==> config.mk <==
export PLATFORM = sky130hd
export DESIGN_NAME = muldiv_unit
export DESIGN_NICKNAME = d
export VERILOG_FILES = /design/src/rtl/muldiv_unit.sv
export SDC_FILE = /design/constraint.sdc
export NUM_CORES = 1
export LEC_CHECK = 0
export CORE_MARGIN = 1
export CORE_UTILIZATION = 47
export DETAILED_ROUTE_END_ITERATION = 10
export GPL_TIMING_DRIVEN = 0
export PLACE_DENSITY = 0.69
export SLEW_MARGIN = 30
export SYNTH_ARGS = -nofsm -noshare
export SYNTH_HDL_FRONTEND = slang
export SYNTH_SLANG_ARGS = --single-unit
==> constraint.sdc <==
create_clock -name clk -period 9.4 [get_ports clk]
set_input_delay 1.88 -clock clk [delete_from_list [all_inputs] [get_ports clk]]
set_output_delay 1.88 -clock clk [all_outputs]
set_load 0.01 [all_outputs]
==> src/rtl/muldiv_unit.sv <==
// Iterative MULT/MULTU/DIV/DIVU engine for the EX stage, writing HI/LO with a fixed or early-out latency.
// Optional macro MULDIV_EARLY_OUT_EN: multiplies leave RUN once the remaining multiplier bits are zero.
module muldiv_unit #(
  parameter int WIDTH = 32,
  parameter int CNTW  = 6
) (
  input  logic             clk,
  input  logic             reset,
  input  logic             start,
  input  logic [1:0]       op,
  input  logic [WIDTH-1:0] srca,
  input  logic [WIDTH-1:0] srcb,
  input  logic             flush,
  output logic             busy,
  output logic             done,
  output logic [WIDTH-1:0] hi,
  output logic [WIDTH-1:0] lo,
  output logic             div_by_zero,
  output logic [1:0]       dbg_state
);

  // Handshake: start is taken only when the unit is idle (busy=0, done=0);
  // busy stays high from the accepting edge until the edge that raises done;
  // done is a single-cycle pulse and hi/lo are valid from that cycle onward.

  typedef enum logic [1:0] {
    S_IDLE = 2'd0,
    S_RUN  = 2'd1,
    S_FIX  = 2'd2,
    S_DONE = 2'd3
  } state_t;

  state_t               state_q, state_d;
  logic [CNTW-1:0]      cnt_q, cnt_d;
  logic                 is_div_q, is_div_d;
  logic                 neg_res_q, neg_res_d;
  logic                 neg_rem_q, neg_rem_d;
  logic                 dz_q, dz_d;
  logic [2*WIDTH-1:0]   acc_q, acc_d;
  logic [2*WIDTH-1:0]   opb_q, opb_d;
  logic [WIDTH-1:0]     mplier_q, mplier_d;
  logic [WIDTH-1:0]     hi_q, hi_d;
  logic [WIDTH-1:0]     lo_q, lo_d;
  logic                 busy_q, busy_d;
  logic                 done_q, done_d;
  logic                 dbz_q, dbz_d;

  logic                 in_signed;
  logic                 a_neg, b_neg;
  logic [WIDTH-1:0]     a_mag, b_mag;
  logic [WIDTH:0]       rem_sh, rem_diff;
  logic                 q_bit;
  logic [2*WIDTH-1:0]   prod_fix;
  logic [WIDTH-1:0]     quo_fix, rem_fix;
  logic                 early_exit;

  // Operand decode for the capture cycle
  always_comb begin
    in_signed = ~op[0];
    a_neg     = in_signed & srca[WIDTH-1];
    b_neg     = in_signed & srcb[WIDTH-1];
    a_mag     = a_neg ? (~srca + 1'b1) : srca;
    b_mag     = b_neg ? (~srcb + 1'b1) : srcb;
  end

  // Restoring divide step: acc holds {remainder, dividend bits still to shift in}
  always_comb begin
    rem_sh   = acc_q[2*WIDTH-1:WIDTH-1];
    rem_diff = rem_sh - {1'b0, opb_q[WIDTH-1:0]};
    q_bit    = ~rem_diff[WIDTH];
  end

  always_comb begin
    prod_fix = neg_res_q ? (~acc_q + 1'b1) : acc_q;
    quo_fix  = neg_res_q ? (~acc_q[WIDTH-1:0] + 1'b1) : acc_q[WIDTH-1:0];
    rem_fix  = neg_rem_q ? (~acc_q[2*WIDTH-1:WIDTH] + 1'b1) : acc_q[2*WIDTH-1:WIDTH];
  end

`ifdef MULDIV_EARLY_OUT_EN
  // At least one iteration always runs, so the shortest multiply is still 3 cycles.
  assign early_exit = ~is_div_q && (mplier_q == '0) && (cnt_q != CNTW'(WIDTH));
`else
  assign early_exit = 1'b0;
`endif

  always_comb begin
    state_d   = state_q;
    cnt_d     = cnt_q;
    is_div_d  = is_div_q;
    neg_res_d = neg_res_q;
    neg_rem_d = neg_rem_q;
    dz_d      = dz_q;
    acc_d     = acc_q;
    opb_d     = opb_q;
    mplier_d  = mplier_q;
    hi_d      = hi_q;
    lo_d      = lo_q;
    busy_d    = busy_q;
    done_d    = 1'b0;
    dbz_d     = 1'b0;

    case (state_q)
      S_IDLE: begin
        if (start && !flush) begin
          state_d   = S_RUN;
          cnt_d     = CNTW'(WIDTH);
          busy_d    = 1'b1;
          is_div_d  = op[1];
          neg_res_d = a_neg ^ b_neg;
          neg_rem_d = a_neg;
          dz_d      = op[1] && (srcb == '0);
          if (op[1]) begin
            // A zero divisor keeps the raw dividend so it can be returned in hi.
            acc_d    = {{WIDTH{1'b0}}, (srcb == '0) ? srca : a_mag};
            opb_d    = {{WIDTH{1'b0}}, b_mag};
            mplier_d = '0;
          end else begin
            acc_d    = '0;
            opb_d    = {{WIDTH{1'b0}}, a_mag};
            mplier_d = b_mag;
          end
        end
      end

      S_RUN: begin
        if (flush) begin
          state_d = S_IDLE;
          busy_d  = 1'b0;
        end else if ((cnt_q == '0) || early_exit) begin
          state_d = S_FIX;
        end else begin
          cnt_d = cnt_q - 1'b1;
          if (!is_div_q) begin
            acc_d    = acc_q + (mplier_q[0] ? opb_q : '0);
            opb_d    = {opb_q[2*WIDTH-2:0], 1'b0};
            mplier_d = {1'b0, mplier_q[WIDTH-1:1]};
          end else if (!dz_q) begin
            acc_d = {(q_bit ? rem_diff[WIDTH-1:0] : rem_sh[WIDTH-1:0]),
                     acc_q[WIDTH-2:0], q_bit};
          end
        end
      end

      S_FIX: begin
        if (flush) begin
          state_d = S_IDLE;
          busy_d  = 1'b0;
        end else begin
          state_d = S_DONE;
          busy_d  = 1'b0;
          done_d  = 1'b1;
          dbz_d   = dz_q;
          if (!is_div_q) begin
            hi_d = prod_fix[2*WIDTH-1:WIDTH];
            lo_d = prod_fix[WIDTH-1:0];
          end else if (dz_q) begin
            hi_d = acc_q[WIDTH-1:0];
            lo_d = '1;
          end else begin
            hi_d = rem_fix;
            lo_d = quo_fix;
          end
        end
      end

      S_DONE: begin
        state_d = S_IDLE;
      end

      default: begin
        state_d = S_IDLE;
        busy_d  = 1'b0;
      end
    endcase
  end

  always_ff @(posedge clk) begin
    if (reset) begin
      state_q   <= S_IDLE;
      cnt_q     <= '0;
      is_div_q  <= 1'b0;
      neg_res_q <= 1'b0;
      neg_rem_q <= 1'b0;
      dz_q      <= 1'b0;
      acc_q     <= '0;
      opb_q     <= '0;
      mplier_q  <= '0;
      hi_q      <= '0;
      lo_q      <= '0;
      busy_q    <= 1'b0;
      done_q    <= 1'b0;
      dbz_q     <= 1'b0;
    end else begin
      state_q   <= state_d;
      cnt_q     <= cnt_d;
      is_div_q  <= is_div_d;
      neg_res_q <= neg_res_d;
      neg_rem_q <= neg_rem_d;
      dz_q      <= dz_d;
      acc_q     <= acc_d;
      opb_q     <= opb_d;
      mplier_q  <= mplier_d;
      hi_q      <= hi_d;
      lo_q      <= lo_d;
      busy_q    <= busy_d;
      done_q    <= done_d;
      dbz_q     <= dbz_d;
    end
  end

  assign busy        = busy_q;
  assign done        = done_q;
  assign hi          = hi_q;
  assign lo          = lo_q;
  assign div_by_zero = dbz_q;
  assign dbg_state   = state_q;

endmodule
# After elaboration in Yosys (flattened, before gate mapping)
# Index checks and enable logic that the tools add are counted.
# totals
reg_bits,239
input_bits,70
output_inout_bits,69
elab_cells,105
# classes
add_sub_neg,8
n_eq_ne,10
mux,44
bitwise,12
reduce_logical,17
# ops
operator,n
$mux W64,11
$mux W32,17
$pmux W64 S2,2
$add A32 B1 Y32 const B,4
$not A32 Y32,4
$add A64 B1 Y64 const B,1
$add A64 B64 Y64,1
$not A64 Y64,1
$pmux W32 S2,1
$sub A33 B32 Y33,1
$logic_not A32 Y1,1
$mux W6,3
$pmux W6 S2,1
$ne A2 B2 Y1 const B,5
$reduce_and A5 Y1,2
$mux W2,4
$pmux W2 S4,1
$logic_not A6 Y1,1
$ne A3 B3 Y1 const B,2
$reduce_and A2 Y1,3
$sub A6 B1 Y6 const B,1
$eq A2 B2 Y1 const B,2
$not A1 Y1,4
$reduce_and A4 Y1,1
other kinds (13),17

# Logic depth before layout (Yosys ltp)
# depth
ltp_word,7
depth_mapped,16
depth_no_buf,14

# Least setup slack after synthesis
# No wires, ideal clock.
# synth_path
path_kind,in2reg
startpoint,input srca[13]
endpoint,register acc_q[30]
arrival_time_ps,4229
path_slack_ps,5034
cell_stages,9
cell_sequence,or3_1 > or4_1 > or3_4 > or4_4 > o21ai_2 > nor2_1 > xor2_1 > a222oi_1 > a211oi_1
# synth_via
elab_chain_len,7
# synth_rtl
item,line_no,text
"start, declared",11,"input logic [WIDTH-1:0] srca,"
$not A32 Y32,62,a_mag = a_neg ? (~srca + 1'b1) : srca;
$add A32 B1 Y32,62,
$mux W32,62,
$mux W32,114,"acc_d = {{WIDTH{1'b0}}, (srcb == '0) ? srca : a_mag};"
$mux W32,112,if (op[1]) begin
$mux W64,104,if (start && !flush) begin
$pmux W64 S2,102,case (state_q)
"end signal, assigned",185,acc_q <= '0;
"end signal, assigned",200,acc_q <= acc_d;
"end, declared",39,"logic [2*WIDTH-1:0] acc_q, acc_d;"
# Every way passes these cells. The select of a mux whose other input is x is not followed.
# A chain may end at the register's enable or synchronous reset.

# Final worst setup path
# layout_path
startpoint,register mplier_q[0]
endpoint,register acc_q[60]
# layout_via
elab_chain_len,6
# layout_rtl
item,line_no,text
"start, declared",41,"logic [WIDTH-1:0] mplier_q, mplier_d;"
"start signal, assigned",202,mplier_q <= mplier_d;
$mux W64,134,acc_d = acc_q + (mplier_q[0] ? opb_q : '0);
$add A64 B64 Y64,134,
$mux W64,133,if (!is_div_q) begin
$mux W64,129,end else if ((cnt_q == '0) || early_exit) begin
$mux W64,126,if (flush) begin
$pmux W64 S2,102,
# Every way passes these cells. The select of a mux whose other input is x is not followed.

==> flow_metrics.tcl <==
set metrics [dict create \
    cpMaxStageDelayCell "nor4_1" \
    hold_start "hi[27]" \
    synth.most_common_cell "nand2_1" \
    timing.fmax_mhz 167 \
    arrival_ns 6.45 \
    postSynthCellCount 2801 \
    min_to "hi[27]" \
    cts_tree "built" \
    postCtsHoldBufs 0 \
    critPathMaxFanout 10 \
    critPathMaxStageDelay_ns 0.86 \
    die_h_um 209 \
    grt_pass1_wl_mm 135 \
    core_area_sq_um 42100 \
    worst_pin_slew_ns 1.07 \
    drt-total-wl_mm 92.8 \
    power_switching_mw 2.00 \
    grt_antenna_before_repair 3 \
    stdcell_count 3535 \
    drive_above_1_share_pct 2.84 \
    finalSetupViolCount 0 \
    r2r_end "acc_q[60]" \
    syn_nets 2977 \
    clock_power_share_pct 27.0 \
    synth_area_sq_um 20200 \
    ys_ff_latch 239 \
    async_flop_share_pct 0 \
    synth_cell_types 76 \
    switching_share_pct 44.7 \
    power.density_nw_per_um2 192 \
    placedCellCount 3479 \
    syn_avg_cell_area_sq_um 7.21 \
    synth_enable_flop_cells 0 \
    postCtsSetupRepairBufs 0 \
    p_comb_share_pct 43.1 \
    h-tree-depth 1 \
    port_buffers 138 \
    cts_sinks 239 \
    crit_path_end_kind "flip-flop" \
    ios 139 \
    critPathLaunchType "flip-flop" \
    yosysSeqAreaShare_pct 23.7 \
    clock_path_buffers 3 \
    ant_nets 0 \
    drc 0 \
    cts-root-buf "clkbuf_16" \
    fin_crit_ns 5.97 \
    fin_nets 3148 \
    hold_viol_final 0 \
    filler_cell_count 4220 \
    yosysTopAreaCellShare_pct 23.7 \
    synth_common_cells "nand2_1, nor2_1, a21oi_1, dfxtp_1, clkbuf_1" \
    min_path_type "flip-flop to flip-flop" \
    clk_latency_ns 0.60 \
    post-route-period-util_pct 63.5 \
    syn_to_final_growth_pct 15.3 \
    dp_hpwl_mm 74.7 \
    vias 23000 \
    run_status "completed" \
    holdPathStages 2 \
    criticalPathCategory "flip-flop to flip-flop" \
    gp_congestion 1.06 \
    pwr-share-seq_pct 29.9 \
    slew_headroom_pct 28.1 \
    cts_resized 0 \
    vias_per_cell 6.51 \
    fin_worst_skew_ns 0.0220 \
    r2r_cells 15 \
    required_ns 9.87 \
    p_int_mw 2.47 \
    fin_ws_ns 3.43 \
    grt_max_degree 15 \
    maxCapViolCount 0 \
    reg2reg_slack_ns 3.43 \
    drt_iter0_markers 3149 \
    ys_top_cells_by_area "dfxtp_1, a21oi_1, ha_1" \
    grt_pass1_vias 21100 \
    leakage_nw 8.62 \
    firstDrtPassIters 6 \
    clk_pin_slew_worst_paths_ns 0.06 \
    path_buf_inv 3 \
    start_util_pct 47.9 \
    synth_ff_type "dfxtp_1" \
    grt.total_usage_pct 41.1 \
    crit_family "compound AO/OA/AOI/OAI gates" \
    preCtsSetupSlack_ns 3.32 \
    r2r_start "mplier_q[0]" \
    slew_violations 0 \
    cp_cell_sequence "clkbuf_1 > clkbuf_1 > and2_1 > ha_1 > clkbuf_1 > nand2_1 > nor4_1 > nand2_1 > o211ai_1 > o211ai_1 > o31ai_1 > a221o_1 > a21oi_1 > xnor2_1 > a221o_1" \
    die_area_sq_um 43800 \
    die_width_um 209 \
    numCtsBuffers 30 \
    routedWlPerCell_um 26.3 \
    synth_warnings 0 \
    grt_setup_unrepaired "no" \
    yosys.area.top_type "dfxtp_1" \
    overflow 0 \
    cpMostUsedCell "clkbuf_1" \
    p_total_mw 4.47 \
    irDropWorstVdd_mv 0.190 \
    row_count 75 \
    setup_tns_ns 0 \
]
-- cell usage in the layout (no fill, tap or decap), drive strengths merged, types with 16 or more instances in the layout --
cell           count
a211oi            92
a21o              44
a21oi            262
a221oi            47
and2              75
clkbuf           235
clkdlybuf4s50    138
dfxtp            239
ha               104
inv               74
mux2i             57
nand2            313
nand2b            23
nand3             61
nand4             22
nor2             299
nor2b             19
nor3              89
nor4              18
o211ai            36
o21ai            201
o21bai            16
o31ai             28
or3               26
or4               16
xnor2            145
xor2             128
-- logic make-up (layout without fill, tap and decap cells) --
logic type               count (synthesis)  count (layout)  synth area share (%)
AO/OA/AOI/OAI                          840             840                  26.5
XOR/XNOR                               273             273                  11.8
adder cells (fa/ha/maj)                106             106                  6.64
buffers and inverters                  278             472                  5.19
flip-flops                             239             239                  23.7
multiplexers                            62              62                  3.10
other                                    0               1                     0
AND/OR/NAND/NOR                       1003            1003                  23.1
-- worst max-delay path by stage --
stage / from / to / slack [ns] / cells past startpoint
floorplan: srca[13] / acc_q[30] / 5.03 / 9
global placement: flush / acc_q[39] / 3.46 / 12
detailed placement: flush / acc_q[48] / 3.32 / 12
CTS: mplier_q[0] / acc_q[60] / 3.71 / 15
global route: mplier_q[0] / acc_q[60] / 3.43 / 15
finish: mplier_q[0] / acc_q[60] / 3.43 / 15
-- power by group through the flow --
stage	sequential, mW	clock, mW	combinational (mW)
floorplan	1.26	0	1.21
global placement	1.34	0	1.83
detailed placement	1.34	0	1.85
CTS	1.32	1.20	1.86
global route	1.34	1.24	2.05
finish	1.34	1.21	1.93
-- state kept, by name, summed over array words and instances, names as in the netlist --
name         flops
div_by_zero      1
dz_q             1
lo              32
opb_q           64
hi              32
mplier_q        32
done             1
is_div_q         1
neg_res_q        1
dbg_state        2
neg_rem_q        1
acc_q           64
busy             1
cnt_q            6
-- routing by layer --
layer | up-vias | track usage (%) | share of wire [%] | routed length, um
met4 | 2 | 23.9 | 6.5 | 6070
met2 | 1392 | 59.6 | 41 | 38000
met3 | 289 | 9.22 | 11 | 10400
li1 | 10400 | - | - | -
met1 | 11000 | 55.7 | 41 | 38400
met5 | - | 0 | 0.014 | 13
-- stage by stage --
| step | instance area (sq um) | hold slack, ns | util [%] |
|---|---|---|---|
| after CTS | 23300 | 0.458 | 55.2 |
| final | 23300 | 0.457 | 55.3 |
| after detailed placement | 22300 | 0.450 | 52.8 |
| after global routing | 23300 | 0.482 | 55.3 |
| after global placement | 22200 | 0.445 | 52.8 |
| after floorplan | 20200 | 0.432 | - |
-- worst min-delay path, delay by kind of cell, from the launching register on --
family / cells / cell delay (ns)
AOI/OAI and AO/OA: 1 / 0.05
DFF: 1 / 0.31
and+or+nand+nor: 1 / 0.05
-- final cells by class --
| type | instances | area (sq um) | area share, % |
|---|---|---|---|
| tap | 539 | 674 | 2.90 |
| timing repair buffer | 139 | 1390 | 5.97 |
| inverter | 75 | 282 | 1.21 |
| clock buffer | 45 | 878 | 3.77 |
| buffer | 203 | 771 | 3.31 |
| multi-input combinational | 2284 | 14400 | 61.7 |
| antenna | 1 | 2.50 | 0.0107 |
| clock inverter | 10 | 133 | 0.570 |
| sequential | 239 | 4780 | 20.6 |
Note: power is estimated with default switching activity, not from simulation.
